[src/rtl/ysyx_lsu_store_buffer_pkg.sv]
// Shared store-buffer types: drain FSM states, default depth and store strobe encodings.
// Consumers: ysyx_lsu_store_buffer / ysyx_sb_match (forwarding gated by YSYX_SB_FORWARD_EN).
package ysyx_lsu_store_buffer_pkg;

   localparam int unsigned SB_DEPTH_DEFAULT = 4;

   localparam logic [7:0] SB_STRB_B = 8'h01;
   localparam logic [7:0] SB_STRB_H = 8'h03;
   localparam logic [7:0] SB_STRB_W = 8'h0f;

   typedef enum logic [1:0] {
      SB_IDLE  = 2'd0,
      SB_ISSUE = 2'd1,
      SB_GAP   = 2'd2
   } sb_state_e;

endpackage

[src/rtl/ysyx_sb_match.sv]
// Load-probe address match against live store-buffer entries, youngest-entry select.
// With YSYX_SB_FORWARD_EN defined, a fully covering youngest entry forwards instead of stalling.
module ysyx_sb_match
   import ysyx_lsu_store_buffer_pkg::*;
#(
   parameter int unsigned ADDR_W = 32,
   parameter int unsigned DATA_W = 32,
   parameter int unsigned DEPTH  = SB_DEPTH_DEFAULT,
   parameter int unsigned IDX_W  = $clog2(DEPTH),
   parameter int unsigned PTR_W  = IDX_W + 1
) (
   input  logic [DEPTH-1:0][ADDR_W-1:0] ent_addr_i,
   input  logic [DEPTH-1:0][DATA_W-1:0] ent_data_i,
   input  logic [DEPTH-1:0][7:0]        ent_strb_i,
   input  logic [IDX_W-1:0]             head_i,
   input  logic [PTR_W-1:0]             count_i,
   input  logic [ADDR_W-1:0]            ld_addr_i,
   input  logic [7:0]                   ld_strb_i,
   input  logic                         ld_valid_i,
   output logic                         ld_stall_c,
   output logic                         ld_hit_c,
   output logic [DATA_W-1:0]            ld_data_c
);

   logic             any_match;
   logic [IDX_W-1:0] young_idx;
   logic [IDX_W-1:0] idx;

   // Walk oldest to youngest so the last hit is the youngest matching store.
   always_comb begin
      any_match = 1'b0;
      young_idx = '0;
      idx       = '0;
      for (int unsigned k = 0; k < DEPTH; k++) begin
         idx = IDX_W'(head_i + IDX_W'(k));
         if ((PTR_W'(k) < count_i) &&
             (ent_addr_i[idx][ADDR_W-1:2] == ld_addr_i[ADDR_W-1:2])) begin
            any_match = 1'b1;
            young_idx = idx;
         end
      end
   end

`ifdef YSYX_SB_FORWARD_EN
   logic covers;
   assign covers = ((ent_strb_i[young_idx] & ld_strb_i) == ld_strb_i) &&
                   (ent_addr_i[young_idx][1:0] == ld_addr_i[1:0]);

   assign ld_hit_c   = ld_valid_i & any_match & covers;
   assign ld_stall_c = ld_valid_i & any_match & ~covers;
   assign ld_data_c  = ld_hit_c ? ent_data_i[young_idx] : '0;
`else
   logic unused_fwd;
   assign unused_fwd = ^{ent_data_i, ent_strb_i, ent_addr_i, ld_strb_i, ld_addr_i[1:0], young_idx};

   assign ld_hit_c   = 1'b0;
   assign ld_stall_c = ld_valid_i & any_match;
   assign ld_data_c  = '0;
`endif

endmodule

[src/rtl/ysyx_lsu_store_buffer.sv]
// LSU store buffer: circular FIFO drained to the bus arbiter by an IDLE/ISSUE/GAP FSM.
// Define YSYX_SB_FORWARD_EN to let covered loads forward from the youngest matching store.
module ysyx_lsu_store_buffer
   import ysyx_lsu_store_buffer_pkg::*;
#(
   parameter int unsigned ADDR_W = 32,
   parameter int unsigned DATA_W = 32,
   parameter int unsigned DEPTH  = SB_DEPTH_DEFAULT
) (
   input  logic              clk,
   input  logic              rst,
   input  logic [ADDR_W-1:0] st_addr,
   input  logic [DATA_W-1:0] st_data,
   input  logic [7:0]        st_strb,
   input  logic              st_valid,
   output logic              st_ready_o,
   input  logic [ADDR_W-1:0] ld_addr,
   input  logic [7:0]        ld_strb,
   input  logic              ld_valid,
   output logic              ld_stall_o,
   output logic              ld_hit_o,
   output logic [DATA_W-1:0] ld_data_o,
   output logic [ADDR_W-1:0] sb_awaddr_o,
   output logic              sb_awvalid_o,
   output logic [DATA_W-1:0] sb_wdata_o,
   output logic [7:0]        sb_wstrb_o,
   output logic              sb_wvalid_o,
   input  logic              sb_wready,
   output logic              empty_o
);

   localparam int unsigned IDX_W = $clog2(DEPTH);
   localparam int unsigned PTR_W = IDX_W + 1;

   sb_state_e                    state_q, state_d;
   logic [PTR_W-1:0]             head_q, head_d, tail_q, tail_d, count_q, count_d;
   logic [DEPTH-1:0][ADDR_W-1:0] addr_q;
   logic [DEPTH-1:0][DATA_W-1:0] data_q;
   logic [DEPTH-1:0][7:0]        strb_q;
   logic [IDX_W-1:0]             head_idx, tail_idx;
   logic                         push, pop;

   assign head_idx   = head_q[IDX_W-1:0];
   assign tail_idx   = tail_q[IDX_W-1:0];
   // Ready looks only at the registered count, so a same-cycle pop never frees a slot.
   assign st_ready_o = (count_q < PTR_W'(DEPTH));
   assign push       = st_valid & st_ready_o;
   assign pop        = (state_q == SB_ISSUE) & sb_wready;
   assign empty_o    = (count_q == '0) & (state_q == SB_IDLE);

   assign head_d  = head_q + PTR_W'(pop);
   assign tail_d  = tail_q + PTR_W'(push);
   assign count_d = count_q + PTR_W'(push) - PTR_W'(pop);

   // Drain FSM next state and bus outputs; reset gates valids without waiting for the flop.
   always_comb begin
      state_d      = state_q;
      sb_awvalid_o = 1'b0;
      sb_wvalid_o  = 1'b0;
      sb_awaddr_o  = '0;
      sb_wdata_o   = '0;
      sb_wstrb_o   = '0;
      unique case (state_q)
         SB_IDLE: begin
            if (count_q != '0) state_d = SB_ISSUE;
         end
         SB_ISSUE: begin
            sb_awvalid_o = rst;
            sb_wvalid_o  = rst;
            sb_awaddr_o  = addr_q[head_idx];
            sb_wdata_o   = data_q[head_idx];
            sb_wstrb_o   = strb_q[head_idx];
            if (sb_wready) state_d = SB_GAP;
         end
         SB_GAP: begin
            state_d = (count_q != '0) ? SB_ISSUE : SB_IDLE;
         end
         default: state_d = SB_IDLE;
      endcase
   end

   always_ff @(posedge clk or negedge rst) begin
      if (!rst) begin
         state_q <= SB_IDLE;
         head_q  <= '0;
         tail_q  <= '0;
         count_q <= '0;
      end else begin
         state_q <= state_d;
         head_q  <= head_d;
         tail_q  <= tail_d;
         count_q <= count_d;
      end
   end

   always_ff @(posedge clk) begin
      if (push) begin
         addr_q[tail_idx] <= st_addr;
         data_q[tail_idx] <= st_data;
         strb_q[tail_idx] <= st_strb;
      end
   end

   ysyx_sb_match #(
      .ADDR_W (ADDR_W),
      .DATA_W (DATA_W),
      .DEPTH  (DEPTH),
      .IDX_W  (IDX_W),
      .PTR_W  (PTR_W)
   ) u_match (
      .ent_addr_i (addr_q),
      .ent_data_i (data_q),
      .ent_strb_i (strb_q),
      .head_i     (head_idx),
      .count_i    (count_q),
      .ld_addr_i  (ld_addr),
      .ld_strb_i  (ld_strb),
      .ld_valid_i (ld_valid),
      .ld_stall_c (ld_stall_o),
      .ld_hit_c   (ld_hit_o),
      .ld_data_c  (ld_data_o)
   );

endmodule

[config.mk]
export PLATFORM = sky130hd
export DESIGN_NAME = ysyx_lsu_store_buffer
export DESIGN_NICKNAME = d
export VERILOG_FILES = /design/src/rtl/ysyx_lsu_store_buffer_pkg.sv /design/src/rtl/ysyx_sb_match.sv /design/src/rtl/ysyx_lsu_store_buffer.sv
export SDC_FILE = /design/constraint.sdc
export NUM_CORES = 1
export LEC_CHECK = 0
export CAP_MARGIN = 30
export CORE_ASPECT_RATIO = 0.9
export CORE_UTILIZATION = 52
export DETAILED_ROUTE_END_ITERATION = 16
export GPL_TIMING_DRIVEN = 0
export PLACE_DENSITY_LB_ADDON = 0.05
export SETUP_SLACK_MARGIN = 0.5
export SLEW_MARGIN = 20
export SYNTH_ARGS = -nofsm -noshare
export SYNTH_HDL_FRONTEND = slang
export SYNTH_SLANG_ARGS = --single-unit
[constraint.sdc]
create_clock -name clk -period 18.35 [get_ports clk]
set_input_delay 5.505 -clock clk [delete_from_list [all_inputs] [get_ports clk]]
set_output_delay 5.505 -clock clk [all_outputs]
set_load 0.02 [all_outputs]
### Yosys cells after proc, flatten, opt, wreduce, memory -nomap -nowiden

Index checks and enable logic that the tools add are counted.

* output and inout port bits: 110
* flip-flop bits (word level): 299
* bits of input ports: 117

* add/sub/neg operators: 7
* bitwise operators: 4
* multiplexer cells: 31
* eq/ne operators: 8
* $lt $le $gt $ge: 11
* reduce and logical (&&, ||, !) cells: 9

Operators with widths (number)
* 32-bit binary-select mux with 2-bit select: 5
* 128-bit bitwise mux: 2
* 32-bit two-way mux: 8
* 30-bit == test: 4
* 32-bit demux with 2-bit select: 1
* 32-bit bitwise mux: 1
* 8-bit two-way mux: 3
* 8-bit binary-select mux with 2-bit select: 1
* 8-bit demux with 2-bit select: 1
* 2-bit by 3-bit less-than comparator with 1-bit output (second input constant): 5
* 3-bit by 1-bit adder with 3-bit output: 3
* 1-bit by 3-bit less-than comparator with 1-bit output (first input constant): 2
* 2-bit by 3-bit less-than comparator with 1-bit output (first input constant): 2
* 1-bit two-way mux: 6
* 2-bit one-hot mux with 3 select lines: 1
* 1-bit logical AND: 5
* 2-bit adder (second input constant): 2
* 1-bit bitwise AND: 4
* 2-bit two-way mux: 2
* 3-bit logical NOT: 1
* 3-bit less-than comparator (second input constant): 1
* 3-bit nonzero test: 1
* 3-bit by 1-bit subtractor with 3-bit output: 1
* 2-bit by 1-bit adder with 2-bit output (second input constant): 1
* other kinds (7): 7

### Longest topological paths before layout

Gate-level depths: netlist of run 1.

* word-level depth: 9
* mapped depth: 12

### Cells and area by module

Synthesis of run 1 repeated with hierarchy kept, for this count alone.

* cells, all modules: 1089
* area, all modules: 16295.6 sq um

Modules (own cells, without submodules)
* ysyx_lsu_store_buffer: cells each 574, area an instance 11651.2 sq um, sequential area each 8873.5 sq um, instances 1
* ysyx_sb_match: cells each 515, area an instance 4644.5 sq um, sequential area each 0.0 sq um, instances 1

### Least setup slack after synthesis of run 1

Ideal clock, no wire load.

* kind: input -> output
* start: in ld_addr[27]
* end: out ld_stall_o
* stages on the path: 7
* data required time: 12.845 ns
* path buffers: 1
* slack: 5.514 ns
* data arrival time: 7.331 ns
* cell sequence: clkbuf_1 xnor2_1 a221oi_1 nand4_1 a211o_1 or4_1 a41oi_2

* cells in the longest elaborated chain, start to end: 7
* elaborated cells on any way between the ends: 13
* classes of those cells: eq/ne (4); mux (4); bitwise (1); reduce/logical (4)

RTL lines
* from (decl): line ysyx_lsu_store_buffer.sv:17 `input logic [ADDR_W-1:0] ld_addr,`
* 30-bit == test: line ysyx_sb_match.sv:37 `(ent_addr_i[idx][ADDR_W-1:2] == ld_addr_i[ADDR_W-1:2])) begin`
* 1-bit logical AND: line ysyx_sb_match.sv:36 `if ((PTR_W'(k) < count_i) &&`
* 1-bit two-way mux (3 in a row): line ysyx_sb_match.sv:36
* 1-bit two-way mux *: line ysyx_sb_match.sv:36
* 1-bit bitwise AND *: line ysyx_sb_match.sv:57 `assign ld_stall_c = ld_valid_i & any_match;`
* to (decl): line ysyx_lsu_store_buffer.sv:20 `output logic ld_stall_o,`

Every way passes the cells marked *; elsewhere a longest branch is shown, timed or not.

### Worst setup path after layout of run 1

* start: in ld_addr[23]
* end: out ld_stall_o

The elaborated chain is that of the path after synthesis.

==> reports/metrics.cfg, run 1 <==
[outcome]
outcome=completed

[global_routing]
grt.total_usage=0.2934
grt_pass1_vias=9796
grt_pass1_wl_mm=63.25
antenna_found_initial=1
grt_start_max_net_pins=49
overflow=0

[synthesis]
yosys.area_share.simple=0.06198
netlist_area_um2=15220
synth.area.mux_share=0.2021
async_reset_ff_frac=0.03030
synth_cell_types=58
synthAdderAreaFrac=0.006247
seq_area_frac_synth=0.5830
synth_seq_cells=297
yosys-top-cells-count=edfxtp_1 (288), mux2i_1 (126), mux4_2 (70)
synth_compound_area_frac=0.04932
synth_xor_area_frac=0.05006
synth-edff-count=288
yosysWarnings=0
synth_top_cell_by_area=edfxtp_1
netlist.area_leader.share=0.5682
synthTopCellsByArea=edfxtp_1 (57%), mux4_2 (10%), mux2i_1 (8.3%), xnor2_1 (3.6%), nor2b_1 (2.6%)
synth_flop_cell=edfxtp_1
yosysMostFrequentCell=edfxtp_1
synth_top_family_by_area=multiplexers
avgSynthCellArea_um2=15.18
syn_inst=1003

[hold_path]
hold_depth=1
worstHoldStart=state_q[0]
holdPathEnd=state_q[0]
hold_class=reg2reg

[placed_design]
gp_congestion=1.020
dp_cells=1618
io_buffer_count=162
place_hpwl_mm=31.99

[routing]
drc=0
routed_wl_mm=43.55
antenna_left=0
viasPerCell=5.909
wl_per_cell_um=25.99
vias=9903
drt_iter0_drc=873
firstDrtPassIters=5

[clock_tree]
clkSinkCount=297
insertion_delay_ps=600
cts_root_buffer=clkbuf_16
hold_buffers=0
cts_inserted_buffers=31
cts_tree=done
cts_resized=0
clk_path_buf_depth=3
cts_setup_buffers=0
path_clk_slew_ps=60
htree_levels=1

[power_and_ir_drop]
power.leakage_nw=6.596
ir_worst_vdd_mv=0.1132
p_per_area_nw_per_um2=163.7

[floorplan]
die_width_um=182.3
dieHeight_um=164.3
fp.dieArea_um2=29960
start_util=0.5273
rows=59
coreArea_um2=28860
pin_count=227

[cells_and_area]
fin_nets=1379
stdcell_count=1676
syn2layout_area_growth_pct=23.37
drive_above_1_share=0.1867
n_antenna_cell=0

[timing]
hold_viol=0
setup_tns_ps=0
period_minus_slack_ps=14460
relSlewSlack=0.3836
rsz0062_at_grt=false
timing.final.crit_share=0.7882
clock.fmax_ghz=0.06914
final_max_slew_viol_count=0
finalSetupViolCount=0
clock_skew_ps=37.79
worstMarginPinSlew_ps=924.7

[run]
cap_violations=0

[setup_path]
r2r_cells=10
worst_ep_required_time_ps=12840
worst-r2r-setup-slack_ps=15140
endpoint_kind=output pin
worstPathMaxFanout=10
r2r_end=count_q[2]
crit_type=in2out
cp-start-kind=primary input
worstPathArrival_ps=8960
r2r_start=state_q[0]

## metrics by stage
step / setup WS (ps) / hold WS (ps) / power (mW) / util / instance area, um2
2_1_floorplan: 5514 / 448.4 / 1.886 / - / 15340
3_3_place_gp: 1986 / 467.2 / 2.450 / 0.6048 / 17460
3_5_place_dp: 3944 / 477.1 / 2.458 / 0.6157 / 17770
4_1_cts: 3934 / 486.3 / 3.077 / 0.6506 / 18780
5_1_grt: 3874 / 528.3 / 3.192 / 0.6506 / 18780
6_report: 3887 / 487.1 / 3.075 / 0.6506 / 18780
## power by group
part           switching [mW]  total, mW  internal, mW
sequential             0.0374      0.891         0.854
combinational           0.889       1.57         0.676
clock                   0.266      0.618         0.352
total                    1.19       3.07          1.88
## worst max-delay path: stages
cell and delay (ps):
clkdlybuf4s50_1 480, clkbuf_1 310, a222oi_1 590, o211ai_1 220
o22ai_1 250, nand4_1 160, or4_1 570, a41oi_2 210
clkdlybuf4s50_1 650
## final cells by class
class	count	area [um2]
Clock inverter	25	222.7
Buffer	104	656.9
Tap cell	396	495.5
Fill cell	2174	10090
Clock buffer	33	783.3
Inverter	15	58.81
Multi-Input combinational cell	619	5774
Timing Repair Buffer	187	1913
Sequential cell	297	8874
## per-layer routing
layer	global-route usage	part of all wire	wire [um]
met4	0.09129	0.030	1304
met2	0.4906	0.48	21020
met3	0.06674	0.083	3635
met1	0.3835	0.40	17590
met5	0	0	0
## cell usage in the layout, fill, tap and decap left out, types with 7 or more instances in the layout
cell             count
mux2_2              12
buf_4               56
nor3_1              10
mux4_2              70
nor2b_1             63
clkinv_2            10
xor2_1              24
a211oi_1             9
a21oi_1             17
clkdlybuf4s50_1    162
xnor2_1             63
clkbuf_16           31
buf_2               15
nand2_1             17
buf_6               16
and2_1               7
nand4_1             18
dfrtp_1              9
nand3_1              7
clkbuf_1            34
nor2_1              27
o21ai_0             21
o22ai_1             14
inv_1               14
nor4_1               8
mux2i_1            126
conb_1              33
edfxtp_1           288
## logic make-up after synthesis
logic type / count (synthesis)
multiplexers: 214
buffers and inverters: 119
other: 1
XOR/XNOR: 87
flip-flops: 297
AO/OA/AOI/OAI: 107
adder cells (fa/ha/maj): 7
AND/OR/NAND/NOR: 171
## sequential cells by signal, indices dropped and copies added (netlist names)
name and flops:
state_q 2, addr_q 128, tail_q 2, head_q 2, count_q 3, strb_q 32, data_q 128
## how the worst max path moves through the flow
stage                     start         end  slack [ps]  cells after the start
floorplan           ld_addr[27]  ld_stall_o        5510                      7
global placement       st_valid  data_q[47]        1990                      3
detailed placement  ld_addr[23]  ld_stall_o        3940                      9
CTS                 ld_addr[23]  ld_stall_o        3930                      9
global route        ld_addr[23]  ld_stall_o        3870                      9
finish              ld_addr[23]  ld_stall_o        3890                      9
Note: power is estimated with default switching activity, not from simulation.
==> inputs of run 2 (changes only) <==
==> constraint.sdc (replaced) <==
create_clock -name clk -period 15.1 [get_ports clk]
set_input_delay 4.53 -clock clk [delete_from_list [all_inputs] [get_ports clk]]
set_output_delay 4.53 -clock clk [all_outputs]
set_load 0.02 [all_outputs]
==> results of run 2 <==
Same layout as run 1 (identical final DEF). Status: completed.
Main changes from that run: setup slack after placement 3944 ps -> 2644 ps; setup slack after layout 3887 ps -> 2587 ps; register-to-register setup slack 15140 ps -> 11890 ps; total power 3.075 mW -> 3.736 mW; worst IR drop on VDD 0.1132 mV -> 0.1375 mV
